**config.mk**
```make
export PLATFORM = sky130hd
export DESIGN_NAME = keccak_theta_apply
export DESIGN_NICKNAME = d
export VERILOG_FILES = /design/src/rtl/keccak_theta_apply.sv
export SDC_FILE = /design/constraint.sdc
export NUM_CORES = 1
export LEC_CHECK = 0
export CAP_MARGIN = 20
export CORE_AREA = 2 2 190 192
export DETAILED_ROUTE_END_ITERATION = 10
export DIE_AREA = 0 0 192 194
export GPL_TIMING_DRIVEN = 0
export PLACE_DENSITY_LB_ADDON = 0.05
export SLEW_MARGIN = 25
export SYNTH_ARGS = -nofsm -noshare
export SYNTH_HDL_FRONTEND = slang
export SYNTH_SLANG_ARGS = --single-unit
export TNS_END_PERCENT = 5
```
**constraint.sdc**
```tcl
create_clock -name i_clk -period 2.1 [get_ports i_clk]
set_input_delay 0.63 -clock i_clk [delete_from_list [all_inputs] [get_ports i_clk]]
set_output_delay 0.63 -clock i_clk [all_outputs]
set_load 0.02 [all_outputs]
```
**src/rtl/keccak_theta_apply.sv**
```systemverilog
// Keccak theta-apply stage: latches the five theta D words, then XORs each
// streamed row of lane slices with its column's D word behind a one-deep output register.
module keccak_theta_apply #(
  parameter int W    = 32,
  parameter int NROW = 5
) (
  input  logic           i_clk,
  input  logic           i_rst_n,
  input  logic           i_aes_or_keccak,
  input  logic           i_start,
  input  logic           i_clear,
  input  logic [5*W-1:0] i_D,
  input  logic           i_row_valid,
  output logic           o_row_ready,
  input  logic [5*W-1:0] i_row_data,
  output logic           o_row_valid,
  input  logic           i_out_ready,
  output logic [5*W-1:0] o_row_data,
  output logic [2:0]     o_row_idx,
  output logic           o_busy,
  output logic           o_done
);

  localparam int CW = (NROW > 1) ? $clog2(NROW) : 1;

  typedef enum logic [1:0] {IDLE, RUN, DRAIN} state_t;

  state_t         state, state_nxt;
  logic [5*W-1:0] d_q;
  logic [5*W-1:0] row_xor;
  logic [CW-1:0]  row_cnt;
  logic           accept, consume, last_row, start_ok;

  assign start_ok = (state == IDLE) && i_start && !i_aes_or_keccak;
  assign accept   = (state == RUN) && i_row_valid && o_row_ready;
  assign consume  = o_row_valid && i_out_ready;
  assign last_row = (row_cnt == CW'(NROW - 1));

  // Lane x of the row meets D word x; columns never mix in this stage.
  for (genvar x = 0; x < 5; x++) begin : g_lane
    assign row_xor[x*W +: W] = i_row_data[x*W +: W] ^ d_q[x*W +: W];
  end

  // NOTE: sequential state uses non-blocking assignments so every register
  // samples the pre-edge values of its peers, independent of block order.
  always_ff @(posedge i_clk or negedge i_rst_n) begin
    if (!i_rst_n) state <= IDLE;
    else          state <= state_nxt;
  end

  // NOTE: every variable gets a default first so no path leaves it unassigned
  // and no latch is inferred.
  always_comb begin
    state_nxt = state;
    if (i_clear) begin
      state_nxt = IDLE;
    end else begin
      unique case (state)
        IDLE:    if (start_ok)            state_nxt = RUN;
        RUN:     if (accept && last_row)  state_nxt = DRAIN;
        DRAIN:   if (consume)             state_nxt = IDLE;
        default:                          state_nxt = IDLE;
      endcase
    end
  end

  // Ready only looks at state and the output register, never at i_row_valid.
  always_comb begin
    o_busy      = (state != IDLE);
    o_row_ready = 1'b0;
    if (state == RUN) o_row_ready = !o_row_valid || i_out_ready;
  end

  // NOTE: the data registers are reset too, so outputs read as zero during and
  // right after reset rather than holding stale lane data.
  always_ff @(posedge i_clk or negedge i_rst_n) begin
    if (!i_rst_n) begin
      d_q         <= '0;
      row_cnt     <= '0;
      o_row_data  <= '0;
      o_row_idx   <= '0;
      o_row_valid <= 1'b0;
      o_done      <= 1'b0;
    end else if (i_clear) begin
      // Abort drops the pending row but keeps D_q and the last data word.
      row_cnt     <= '0;
      o_row_valid <= 1'b0;
      o_done      <= 1'b0;
    end else begin
      o_done <= (state == DRAIN) && consume;
      if (start_ok) begin
        d_q     <= i_D;
        row_cnt <= '0;
      end
      if (accept) begin
        o_row_data  <= row_xor;
        o_row_idx   <= 3'(row_cnt);
        o_row_valid <= 1'b1;
        row_cnt     <= last_row ? '0 : row_cnt + CW'(1);
      end else if (consume) begin
        o_row_valid <= 1'b0;
      end
    end
  end

endmodule

```
==> insert_results.sql, run 1 <==
INSERT INTO impl_metrics (metric_group, metric, value, unit) VALUES
('floorplanning', 'die_footprint', '37200', 'µm²'),
('logic_synthesis', 'largest_cells_by_area_after_synthesis', 'sky130_fd_sc_hd__dfrtp_1, sky130_fd_sc_hd__mux2_4, sky130_fd_sc_hd__xnor2_1', ''),
('timing', 'worst-slew-pin-transition', '0.679', 'ns'),
('pwr', 'power.combinational.fraction', '30.4', '%'),
('global_routing', 'first_global_vias', '10100', ''),
('cts', 'ctsHtreeMaxLevel', '2', ''),
('cts', 'clock_tree.root_cell', 'sky130_fd_sc_hd__clkbuf_16', ''),
('setup_path', 'worstReg2RegStart', 'state[0]$_DFFE_PN0P_', ''),
('cts', 'post_cts_hold_buffer_count', '0', ''),
('logic_synthesis', 'synth-edff-count', '0', ''),
('logic_synthesis', 'most_repeated_cell_in_the_gate_level_netlist_after_synthesis', 'sky130_fd_sc_hd__dfrtp_1', ''),
('setup_path', 'timing.critical_path.from_type', 'register', ''),
('detailed_routing', 'drc', '0', ''),
('timing', 'hold_viol_final', '0', ''),
('setup_path', 'worstSetupPathType', 'register to output port', ''),
('cts', 'clkLatencyLatePin', '0.53', 'ns'),
('logic_synthesis', 'synth_compound_area_share', '6.09', '%'),
('global_routing', 'grt_pass1_wl', '60.1', 'mm'),
('timing', 'worst_slew_margin_rel', '54.8', '%'),
('pwr', 'clockPowerShare', '29.0', '%'),
('layout', 'layout-drive-gt1-share', '17.3', '%'),
('setup_path', 'critical_path_peak_fanout', '8', ''),
('logic_synthesis', 'main_combinational_cell_family_by_area_after_synthesis', 'multiplexers', ''),
('cts', 'clock_tree.buffer_depth', '3', ''),
('cts', 'cts.clk_slew.worst_paths', '0.06', 'ns'),
('timing', 'fin_crit_sh', '95.1', '%'),
('logic_synthesis', 'synth_async_sr_flop_share', '100', '%'),
('logic_synthesis', 'synthAdderAreaFrac', '0.181', '%'),
('logic_synthesis', 'yosys-mux-area-fraction', '16.0', '%'),
('pwr', 'power.switching', '0.00703', 'W'),
('floorplanning', 'floorplan.initialDensity', '39.3', '%'),
('pwr', 'power.share.switching', '31.2', '%'),
('setup_path', 'worst-endpoint-required', '1.47', 'ns'),
('logic_synthesis', 'post_synth_num_cell_types', '27', ''),
('floorplanning', 'top_level_ports', '494', ''),
('placement', 'place_congestion', '0.801', ''),
('logic_synthesis', 'synth.ff_latch_count', '330', ''),
('logic_synthesis', 'synth.largest_area_cell', 'sky130_fd_sc_hd__dfrtp_1', ''),
('logic_synthesis', 'simple_gate_share_of_the_synthesized_area', '5.45', '%'),
('hold_path', 'hold_path.class', 'input pin to asynchronous set/reset pin', ''),
('logic_synthesis', 'syn-num-nets', '1391', ''),
('timing', 'timing.final.max_slew_violations', '0', ''),
('setup_path', 'depth_of_the_worst_register_to_register_path', '5', ''),
('cts', 'cts_tree', 'done', ''),
('global_routing', 'global_route.usage.total', '21.3', '%'),
('timing', 'setup_viol_count_final', '0', ''),
('setup_path', 'ff2ff_setup_slack', '0.33', 'ns'),
('timing', 'period_needed', '2.00', 'ns'),
('logic_synthesis', 'synth_commonest_cells', 'sky130_fd_sc_hd__dfrtp_1, sky130_fd_sc_hd__a21oi_1, sky130_fd_sc_hd__nor2_1, sky130_fd_sc_hd__xnor2_1, sky130_fd_sc_hd__mux2_4', ''),
('timing', 'rsz0062_at_grt', 'false', ''),
('global_routing', 'grt_overflow', '0', ''),
('floorplanning', 'die_x', '192', 'µm'),
('placement', 'placement.setup.worst_slack', '-0.686', 'ns'),
('job', 'max-cap-violations', '0', ''),
('placement', 'placed_cells_incl_taps', '2019', ''),
('detailed_routing', 'detail-route-antenna-nets', '0', ''),
('layout', 'nFillCells', '3058', ''),
('setup_path', 'rr_endpoint', 'd_q[75]$_DFFE_PN0P_', ''),
('detailed_routing', 'vias', '9766', ''),
('placement', 'portBuffers', '493', ''),
('timing', 'timing.clock.skew', '0.0145', 'ns'),
('detailed_routing', 'routedWlPerCell', '19.4', 'µm'),
('placement', 'detailed_place_hpwl', '30.2', 'mm'),
('layout', 'fin_nets', '1928', ''),
('pwr', 'share_seq_of_total_power', '40.6', '%'),
('logic_synthesis', 'post_synth_xor_area_fraction', '10.1', '%'),
('logic_synthesis', 'dominantRegCellSynth', 'sky130_fd_sc_hd__dfrtp_1', ''),
('floorplanning', 'core_area', '35200', 'µm²'),
('detailed_routing', 'post_drt_via_cell_ratio', '4.66', ''),
('run_status', 'run_status', 'finished clean', ''),
('logic_synthesis', 'synth.yosys.warnings', '0', '');
cells in the final DEF, fill, tap and decap left out, drive strengths merged, types with 2 or more instances in the layout:
cell type and instances:
ha 2, buf 50, inv 3, nand2b 2, clkinv 6, clkbuf 71, diode 9, dlygate4sd2 165
a21oi 165, dfrtp 330, mux2 163, dlymetal6s2s 2, nor3b 3, nor2 162, nand2 4, nor3 2
nand3 3, xnor2 160, nor2b 2, or2 2, clkdlybuf4s50 323
registers in the layout, summed over array words and instances, names as in the netlist:
signal	cells
o_row_valid	1
o_row_data	160
state	2
row_cnt	3
o_row_idx	3
o_done	1
d_q	160
how the worst max path moves through the flow:
stage | end | depth (start not counted) | start | slack (ns)
finish | o_busy | 2 | state[1]$_DFFE_PN0P_ | 0.10
global placement | o_row_data[152]$_DFFE_PN0P_ | 1 | i_rst_n | -14.88
global route | o_row_ready | 4 | o_row_valid$_DFFE_PN0P_ | 0.02
CTS | o_row_ready | 5 | i_out_ready | -0.10
floorplan | o_row_ready | 3 | i_out_ready | 0.34
detailed placement | o_row_data[30]$_DFFE_PN0P_ | 7 | i_clear | -0.69
cells by family after synthesis:
group	Yosys count
flip-flops	330
AND/OR/NAND/NOR	184
AO/OA/AOI/OAI	167
multiplexers	163
XOR/XNOR	160
buffers and inverters	56
adder cells (fa/ha/maj)	2
power groups by stage:
stage / clock network, W / registers [W] / logic, W
after floorplan: 0 / 0.0106 / 0.00260
after global placement: 0 / 0.00929 / 0.00761
after detailed placement: 0 / 0.00932 / 0.00771
after CTS: 0.00674 / 0.00918 / 0.00697
after global routing: 0.00702 / 0.00938 / 0.00741
final: 0.00655 / 0.00915 / 0.00687
worst max-delay path: stages (launching register included):
cell and delay (ns):
sky130_fd_sc_hd__dfrtp_2 0.45, sky130_fd_sc_hd__or2_4 0.26, sky130_fd_sc_hd__buf_6 0.14
stage by stage:
stage	cell area [µm²]	hold WS (ns)	setup TNS (ns)	total power [W]	util [%]
2_1_floorplan	13800	0.334	0	0.0132	-
3_5_place_dp	19400	0.496	-153.18	0.0170	55.2
5_1_grt	20500	0.143	0	0.0238	58.3
3_3_place_gp	19300	0.494	-5046.83	0.0169	54.9
4_1_cts	20500	0.123	-0.100	0.0229	58.1
6_report	20500	0.126	0	0.0226	58.3
repair_timing:
item	4_1_cts	5_1_grt
setup buffers	0	1
gates resized for setup	182	11
pin swaps	0	1
setup endpoints to repair	320	150
cell type report:
type / instances / area, µm² / share of cell area, %
timing repair buffer: 497 / 4830 / 23.5
clock inverter: 7 / 60.1 / 0.292
buffer: 53 / 355 / 1.73
sequential: 330 / 8260 / 40.2
clock buffer: 61 / 1180 / 5.75
inverter: 3 / 11.3 / 0.0548
multi-input combinational: 676 / 5250 / 25.5
antenna: 9 / 22.5 / 0.110
tap: 461 / 577 / 2.81
per-layer routing:
metal,share of wire (%),wire length [µm],global-route usage (%)
met1,38,15600,24.8
met2,49,19900,35.6
met3,10,4110,8.51
met4,2.7,1100,7.58
met5,0.057,23,0
No activity file was read; power rests on OpenSTA's default activity.
==> run 2: changes to the inputs <==
--- a/config.mk
+++ b/config.mk
@@ -5,12 +5,14 @@
 export SDC_FILE = /design/constraint.sdc
 export NUM_CORES = 1
 export LEC_CHECK = 0
+export ABC_AREA = 1
+export ABC_CLOCK_PERIOD_IN_PS = 2100
 export CAP_MARGIN = 20
-export CORE_AREA = 2 2 190 192
+export CORE_AREA = 2 2 195 197
 export DETAILED_ROUTE_END_ITERATION = 10
-export DIE_AREA = 0 0 192 194
+export DIE_AREA = 0 0 197 199
 export GPL_TIMING_DRIVEN = 0
-export PLACE_DENSITY_LB_ADDON = 0.05
+export PLACE_DENSITY_LB_ADDON = 0.3
 export SLEW_MARGIN = 25
 export SYNTH_ARGS = -nofsm -noshare
 export SYNTH_HDL_FRONTEND = slang
==> run 2 against run 1 <==
  * Cell count rose by 17%
  * Clock-buffer cell count fell by 6
  * Clock power fell by 7.9%
  * Critical path type unchanged
==> insert_results.sql, run 2 <==
INSERT INTO impl_metrics (metric_group, metric, value, unit) VALUES
('global_routing', 'antenna_found_initial', '1', ''),
('global_routing', 'global_route.usage.total', '21.7', '%'),
('layout', 'layout_commonest_cell', 'sky130_fd_sc_hd__nand2_1', ''),
('detailed_routing', 'vias', '11400', ''),
('logic_synthesis', 'dominantRegCellSynth', 'sky130_fd_sc_hd__dfrtp_1', ''),
('job', 'max-cap-violations', '0', ''),
('logic_synthesis', 'synth.yosys.warnings', '0', ''),
('cts', 'clkLatencyLatePin', '0.53', 'ns'),
('run_status', 'run_status', 'finished clean', ''),
('global_routing', 'grt_pass1_wl', '65.1', 'mm'),
('timing', 'worst_slew_margin_rel', '62.5', '%'),
('cts', 'cts-buffers-inserted', '37', ''),
('logic_synthesis', 'post_synth_num_cell_types', '20', ''),
('global_routing', 'grt_overflow', '0', ''),
('placement', 'placement.setup.worst_slack', '-0.663', 'ns'),
('cts', 'ctsHtreeMaxLevel', '2', ''),
('layout', 'fin_area', '20400', 'µm²'),
('logic_synthesis', 'yosys.area.top_type_share', '60.0', '%'),
('cts', 'clock_tree.buffer_depth', '3', ''),
('detailed_routing', 'detailedRoute.firstIterationViolations', '406', ''),
('floorplanning', 'die_footprint', '39200', 'µm²'),
('detailed_routing', 'drc', '0', ''),
('pwr', 'worst_ir_drop_vdd', '0.580', 'mV'),
('detailed_routing', 'first_pass_iters', '5', ''),
('timing', 'timing.clock.skew', '0.0124', 'ns'),
('cts', 'clkSinkCount', '330', ''),
('global_routing', 'grt_start_max_net_pins', '91', ''),
('logic_synthesis', 'combined_area_of_all_synthesized_cells', '13800', 'µm²'),
('floorplanning', 'floorplan.initialDensity', '37.0', '%'),
('pwr', 'power.combinational.fraction', '29.8', '%'),
('setup_path', 'critical_path_arrival', '1.43', 'ns'),
('floorplanning', 'core_area', '37100', 'µm²'),
('setup_path', 'worstSetupPathType', 'register to output port', ''),
('pwr', 'internal_power', '0.0145', 'W'),
('timing', 'setup_viol_count_final', '0', ''),
('pwr', 'power.share.switching', '32.9', '%'),
('logic_synthesis', 'synth.ff_latch_count', '330', ''),
('logic_synthesis', 'synth.largest_area_cell', 'sky130_fd_sc_hd__dfrtp_1', ''),
('pwr', 'leakagePower', '9.92', 'nW'),
('logic_synthesis', 'yosysSeqAreaShare', '60.0', '%'),
('timing', 'period_needed', '2.06', 'ns'),
('timing', 'worst-slew-pin-transition', '0.562', 'ns'),
('global_routing', 'first_global_vias', '11700', ''),
('pwr', 'power.switching', '0.00714', 'W'),
('timing', 'fmax', '486', 'MHz'),
('detailed_routing', 'drt-total-wl', '42.6', 'mm'),
('pwr', 'power_density', '1060', 'nW/µm²'),
('timing', 'rsz0062_at_grt', 'true', ''),
('logic_synthesis', 'synth-edff-count', '0', ''),
('setup_path', 'critical_path.endpoint_type', 'output port', ''),
('detailed_routing', 'routedWlPerCell', '17.3', 'µm'),
('timing', 'timing.final.ws_setup', '0.0408', 'ns'),
('detailed_routing', 'detail-route-antenna-nets', '0', ''),
('setup_path', 'critical_path_peak_fanout', '5', ''),
('layout', 'postLayoutCoreUtil', '54.9', '%'),
('floorplanning', 'top_level_ports', '494', ''),
('pwr', 'share_seq_of_total_power', '42.3', '%'),
('layout', 'fin_nets', '2289', ''),
('placement', 'place_congestion', '0.813', ''),
('logic_synthesis', 'netlist_instances', '1419', ''),
('logic_synthesis', 'synth_async_sr_flop_share', '100', '%'),
('layout', 'area_delta_synth_final', '48.1', '%'),
('layout', 'layout_top_registers', 'd_q: 160 flops, o_row_data: 160 flops', ''),
('pwr', 'clockPowerShare', '27.8', '%'),
('cts', 'cts.clk_slew.worst_paths', '0.06', 'ns'),
('layout', 'nFillCells', '3392', ''),
('placement', 'detailed_place_hpwl', '31.7', 'mm'),
('setup_path', 'timing.critical_path.from_type', 'register', ''),
('detailed_routing', 'post_drt_via_cell_ratio', '4.63', ''),
('hold_path', 'hold_path.class', 'input pin to register', ''),
('logic_synthesis', 'post_synth.cell_area_avg', '9.69', 'µm²'),
('logic_synthesis', 'synth_commonest_cells', 'sky130_fd_sc_hd__nand2_1, sky130_fd_sc_hd__dfrtp_1, sky130_fd_sc_hd__o21ai_1, sky130_fd_sc_hd__inv_1, sky130_fd_sc_hd__xnor2_1', ''),
('logic_synthesis', 'largest_cells_by_area_after_synthesis', 'sky130_fd_sc_hd__dfrtp_1, sky130_fd_sc_hd__o21ai_1, sky130_fd_sc_hd__xnor2_1', ''),
('placement', 'dpl_cell_area', '19400', 'µm²'),
('timing', 'timing.final.max_slew_violations', '0', ''),
('timing', 'fin_crit_sh', '98.1', '%'),
('setup_path', 'worst-endpoint-required', '1.47', 'ns'),
('layout', 'layout-drive-gt1-share', '6.41', '%'),
('floorplanning', 'die_x', '197', 'µm'),
('logic_synthesis', 'syn-num-nets', '1748', ''),
('cts', 'cts_tree', 'done', ''),
('placement', 'portBuffers', '493', ''),
('layout', 'layout_common_cells', 'sky130_fd_sc_hd__nand2_1, sky130_fd_sc_hd__dfrtp_1, sky130_fd_sc_hd__o21ai_1, sky130_fd_sc_hd__clkdlybuf4s50_1, sky130_fd_sc_hd__inv_1', ''),
('timing', 'hold_viol_final', '0', ''),
('floorplanning', 'placement_rows', '71', ''),
('cts', 'clock_tree.root_cell', 'sky130_fd_sc_hd__clkbuf_16', ''),
('logic_synthesis', 'most_repeated_cell_in_the_gate_level_netlist_after_synthesis', 'sky130_fd_sc_hd__nand2_1', ''),
('floorplanning', 'die_h', '199', 'µm');
==> run 2: cell count changes after synthesis, sizes merged, moves of 12 or more <==
cell	change
buf	+12
nor2	-156
nand2	+332
o21ai	+324
inv	+170
a21oi	-163
mux2	-163
==> run 2: stage by stage <==
step | hold slack (ns) | setup TNS, ns | std cells | total power, W
after floorplan | 0.334 | 0 | 1419 | 0.0127
after global placement | 0.470 | -4752.70 | 2386 | 0.0164
after detailed placement | 0.429 | -134.77 | 2390 | 0.0166
after CTS | 0.446 | -0.138 | 2452 | 0.0219
after global routing | 0.423 | -0.0323 | 2456 | 0.0229
final | 0.421 | 0 | 2456 | 0.0217
==> run 2: power groups by stage <==
stage | logic (W) | registers [W] | clock network [W]
after global placement | 0.00719 | 0.00925 | 0
final | 0.00646 | 0.00917 | 0.00603
after global routing | 0.00707 | 0.00939 | 0.00644
after CTS | 0.00656 | 0.00918 | 0.00620
after detailed placement | 0.00732 | 0.00929 | 0
after floorplan | 0.00216 | 0.0105 | 0
==> run 2: cells by family (layout without fill, tap and decap cells) <==
family                   count (synthesis)  after routing  share of synthesized area [%]
AO/OA/AOI/OAI                          326            326                           11.9
XOR/XNOR                               160            160                           10.2
adder cells (fa/ha/maj)                  2              2                          0.182
buffers and inverters                  244            806                           7.71
flip-flops                             330            330                           60.0
other                                    0              1                              0
AND/OR/NAND/NOR                        357            357                           10.0
==> run 2: worst paths after layout <==
path                                       startpoint                           to  slack [ns]  cells after the start
hold reg to reg            o_row_data[60]$_DFFE_PN0P_   o_row_data[60]$_DFFE_PN0P_        0.48                      2
setup reg to reg              o_row_valid$_DFFE_PN0P_   o_row_data[53]$_DFFE_PN0P_        0.36                      6
hold / removal                            i_out_ready             o_done$_DFF_PN0_        0.42                      3
max in group asynchronous                     i_rst_n  o_row_data[117]$_DFFE_PN0P_        0.55                      4
min in group asynchronous                     i_rst_n           d_q[0]$_DFFE_PN0P_        0.49                      2
setup / recovery                 state[1]$_DFFE_PN0P_                  o_row_ready        0.04                      3
==> run 2: layout make-up <==
type | instances | area, µm² | area share [%]
Antenna cell | 1 | 2.50 | 0.0123
Buffer | 71 | 427 | 2.09
Clock buffer | 55 | 1070 | 5.27
Clock inverter | 5 | 31.3 | 0.154
Inverter | 173 | 649 | 3.19
Multi-Input combinational cell | 845 | 4450 | 21.8
Sequential cell | 330 | 8260 | 40.5
Tap cell | 474 | 593 | 2.91
Timing Repair Buffer | 502 | 4890 | 24.0
==> run 2: critical path: stages, from the launching register on <==
cell,delay [ns]
sky130_fd_sc_hd__dfrtp_2,0.44
sky130_fd_sc_hd__nor2_4,0.16
sky130_fd_sc_hd__and2_4,0.18
sky130_fd_sc_hd__buf_6,0.12
==> run 2: what timing repair did <==
item,in CTS,in global routing
hold buffers,1,0
cloned,0,0
setup endpoints to repair,178,187
pin swaps,1,0
gates resized for setup,178,13
hold endpoints to repair,4,0
setup buffers,1,3
==> run 2: routing by layer <==
layer / GRT usage, % / vias up / wire length, µm
li1: - / 5537 / -
met1: 25.0 / 5378 / 16600
met2: 38.2 / 376 / 21400
met3: 6.02 / 78 / 3250
met4: 8.49 / 0 / 1390
met5: 0 / - / 0
==> run 3: changes to the inputs <==
--- a/config.mk
+++ b/config.mk
@@ -8,9 +8,9 @@
 export ABC_AREA = 1
 export ABC_CLOCK_PERIOD_IN_PS = 2100
 export CAP_MARGIN = 20
-export CORE_AREA = 2 2 195 197
+export CORE_AREA = 8 8 184 186
 export DETAILED_ROUTE_END_ITERATION = 10
-export DIE_AREA = 0 0 197 199
+export DIE_AREA = 0 0 192 194
 export GPL_TIMING_DRIVEN = 0
 export PLACE_DENSITY_LB_ADDON = 0.3
 export SLEW_MARGIN = 25
==> run 3 against run 2 <==
  * Global-route usage increased by 2.3 points
  * Flip-flop and latch count unchanged
  * Clock-buffer cell count unchanged
  * Fmax increased by 0.50%
  * Cell count decreased by 2.7%
  * Final area decreased by 0.23%
  * Sequential power about the same
  * Clock power increased by 3%
  * Worst hold slack got worse by 0.36 ns
  * Via count increased by 1.7%
  * Total power increased by 1.3%
  * Utilization increased by 11 points
  * Critical endpoint is now o_busy
  * Largest cell class unchanged
  * Highest routed layer is now met5
==> insert_results.sql, run 3 (synthesized netlist as in run 2, its figures left out) <==
INSERT INTO impl_metrics (metric_group, metric, value, unit) VALUES
('detailed_routing', 'detailedRoute.firstIterationViolations', '573', ''),
('layout', 'fin_area', '20300', 'µm²'),
('global_routing', 'grt_overflow', '0', ''),
('layout', 'layout_commonest_cell', 'sky130_fd_sc_hd__nand2_1', ''),
('floorplanning', 'die_h', '194', 'µm'),
('detailed_routing', 'drt-total-wl', '45.2', 'mm'),
('setup_path', 'critical_path.n_buffers_inverters', '2', ''),
('pwr', 'power.switching', '0.00713', 'W'),
('pwr', 'internal_power', '0.0148', 'W'),
('setup_path', 'worst-endpoint-required', '1.47', 'ns'),
('detailed_routing', 'drc', '0', ''),
('setup_path', 'critical_path.cell_chain', 'nor2_2, inv_1, clkdlybuf4s15_1', ''),
('global_routing', 'first_global_vias', '12500', ''),
('detailed_routing', 'post_drt_via_cell_ratio', '4.84', ''),
('pwr', 'power.share.switching', '32.5', '%'),
('floorplanning', 'floorplan.initialDensity', '44.3', '%'),
('job', 'max-cap-violations', '0', ''),
('cts', 'cts_tree', 'done', ''),
('timing', 'rsz0062_at_grt', 'true', ''),
('global_routing', 'antenna_found_initial', '10', ''),
('setup_path', 'critical_path.endpoint_type', 'output port', ''),
('pwr', 'share_seq_of_total_power', '41.7', '%'),
('detailed_routing', 'vias', '11600', ''),
('timing', 'worst_slew_margin_rel', '64.1', '%'),
('cts', 'cts-buffers-inserted', '36', ''),
('cts', 'clkLatencyLatePin', '0.50', 'ns'),
('setup_path', 'timing.critical_path.from_type', 'register', ''),
('floorplanning', 'die_footprint', '37200', 'µm²'),
('layout', 'layout_top_registers', 'd_q: 160 flops, o_row_data: 160 flops', ''),
('timing', 'worst-slew-pin-transition', '0.538', 'ns'),
('placement', 'place_congestion', '0.874', ''),
('timing', 'hold-worst-slack', '0.0602', 'ns'),
('cts', 'cts.clk_slew.worst_paths', '0.06', 'ns'),
('cts', 'clock_tree.root_cell', 'sky130_fd_sc_hd__clkbuf_16', ''),
('pwr', 'power.combinational.fraction', '30.0', '%'),
('run_status', 'run_status', 'finished clean', ''),
('timing', 'timing.final.max_slew_violations', '0', ''),
('layout', 'layout_common_cells', 'sky130_fd_sc_hd__nand2_1, sky130_fd_sc_hd__dfrtp_1, sky130_fd_sc_hd__o21ai_1, sky130_fd_sc_hd__clkdlybuf4s50_1, sky130_fd_sc_hd__inv_1', ''),
('placement', 'placed_cells_incl_taps', '2317', ''),
('setup_path', 'critPathSlowestCell', 'sky130_fd_sc_hd__dfrtp_2', ''),
('timing', 'period_needed', '2.05', 'ns'),
('detailed_routing', 'routedWlPerCell', '18.9', 'µm'),
('cts', 'clkSinkCount', '330', ''),
('detailed_routing', 'first_pass_iters', '5', ''),
('global_routing', 'grt_start_max_net_pins', '94', ''),
('cts', 'ctsHtreeMaxLevel', '2', ''),
('placement', 'detailed_place_hpwl', '34.5', 'mm'),
('layout', 'layout-drive-gt1-share', '6.12', '%'),
('placement', 'dpl_cell_area', '19300', 'µm²'),
('cts', 'clock_tree.buffer_depth', '3', ''),
('floorplanning', 'top_level_ports', '494', ''),
('pwr', 'clockPowerShare', '28.4', '%'),
('placement', 'portBuffers', '493', ''),
('detailed_routing', 'detail-route-antenna-nets', '0', ''),
('setup_path', 'critical_path_peak_fanout', '4', ''),
('layout', 'area_delta_synth_final', '47.8', '%'),
('floorplanning', 'core_area', '31100', 'µm²'),
('setup_path', 'critical_path_arrival', '1.42', 'ns'),
('setup_path', 'timing.critical_path.max_delay_family', 'flip-flops', ''),
('cts', 'post_cts_hold_buffer_count', '0', ''),
('timing', 'hold_viol_final', '0', ''),
('timing', 'setup_viol_count_final', '0', ''),
('global_routing', 'grt_pass1_wl', '70.0', 'mm'),
('setup_path', 'worstSetupStartpoint', 'state[1]$_DFFE_PN0P_', ''),
('layout', 'finish.cell_count_without_fillers', '2390', ''),
('setup_path', 'worstSetupPathType', 'register to output port', ''),
('floorplanning', 'die_x', '192', 'µm'),
('setup_path', 'worstReg2RegStart', 'state[1]$_DFFE_PN0P_', ''),
('pwr', 'worst_ir_drop_vdd', '0.578', 'mV'),
('floorplanning', 'placement_rows', '65', ''),
('layout', 'fin_nets', '2284', ''),
('timing', 'fmax', '488', 'MHz'),
('placement', 'placement.setup.worst_slack', '-0.661', 'ns'),
('setup_path', 'critical-path-max-stage-delay', '0.44', 'ns'),
('timing', 'timing.clock.skew', '0.00947', 'ns'),
('hold_path', 'hold_path.class', 'input pin to asynchronous set/reset pin', ''),
('global_routing', 'global_route.usage.total', '24.0', '%'),
('timing', 'fin_crit_sh', '97.6', '%'),
('pwr', 'power_density', '1080', 'nW/µm²'),
('timing', 'timing.final.ws_setup', '0.0511', 'ns'),
('pwr', 'leakagePower', '9.97', 'nW');
## run 3: per-layer routing
metal | up-vias | GRT usage (%) | wire (µm)
met2 | 426 | 40.6 | 22600
met3 | 110 | 6.74 | 3770
met1 | 5496 | 27.4 | 16700
met5 | - | 0 | 8
met4 | 2 | 11.8 | 2080
li1 | 5530 | - | -
## run 3: cell type report
type | count | area, µm²
multi-input combinational | 845 | 4450
fill | 2598 | 10700
inverter | 173 | 649
tap | 402 | 503
sequential | 330 | 8260
clock buffer | 55 | 1080
clock inverter | 6 | 82.6
antenna | 10 | 25.0
buffer | 71 | 422
timing repair buffer | 498 | 4850
## run 3: path summary, 6_finish.rpt
check                                                    to  slack, ns  cells past startpoint
worst max-delay path                                 o_busy       0.05                      3
worst min-delay path              o_row_data[1]$_DFFE_PN0P_       0.06                      1
worst max register to register          d_q[14]$_DFFE_PN0P_       0.38                      7
worst min register to register  o_row_data[126]$_DFFE_PN0P_       0.48                      2
max in group asynchronous        o_row_data[97]$_DFFE_PN0P_       0.75                      3
min in group i_clk                         o_done$_DFF_PN0_       0.46                      3
## run 3: per-stage QoR
step           total power [W]  utilization [%]  TNS (ns)
2_1_floorplan           0.0127                -         0
3_3_place_gp            0.0165             61.8  -4704.97
3_5_place_dp            0.0167             62.1   -118.41
4_1_cts                 0.0222             65.2   -0.0787
5_1_grt                 0.0231             65.4   -0.0176
6_report                0.0219             65.4         0
## run 3: what timing repair did
item / in CTS / in global routing
pin swaps: 1 / 0
gates resized for setup: 169 / 14
setup buffers: 1 / 1
setup endpoints to repair: 162 / 64
## run 3: power groups by stage
stage	clock network (W)	logic (W)	registers, W
floorplan	0	0.00216	0.0105
global placement	0	0.00725	0.00922
detailed placement	0	0.00743	0.00927
CTS	0.00636	0.00669	0.00915
global route	0.00662	0.00715	0.00936
finish	0.00622	0.00658	0.00915
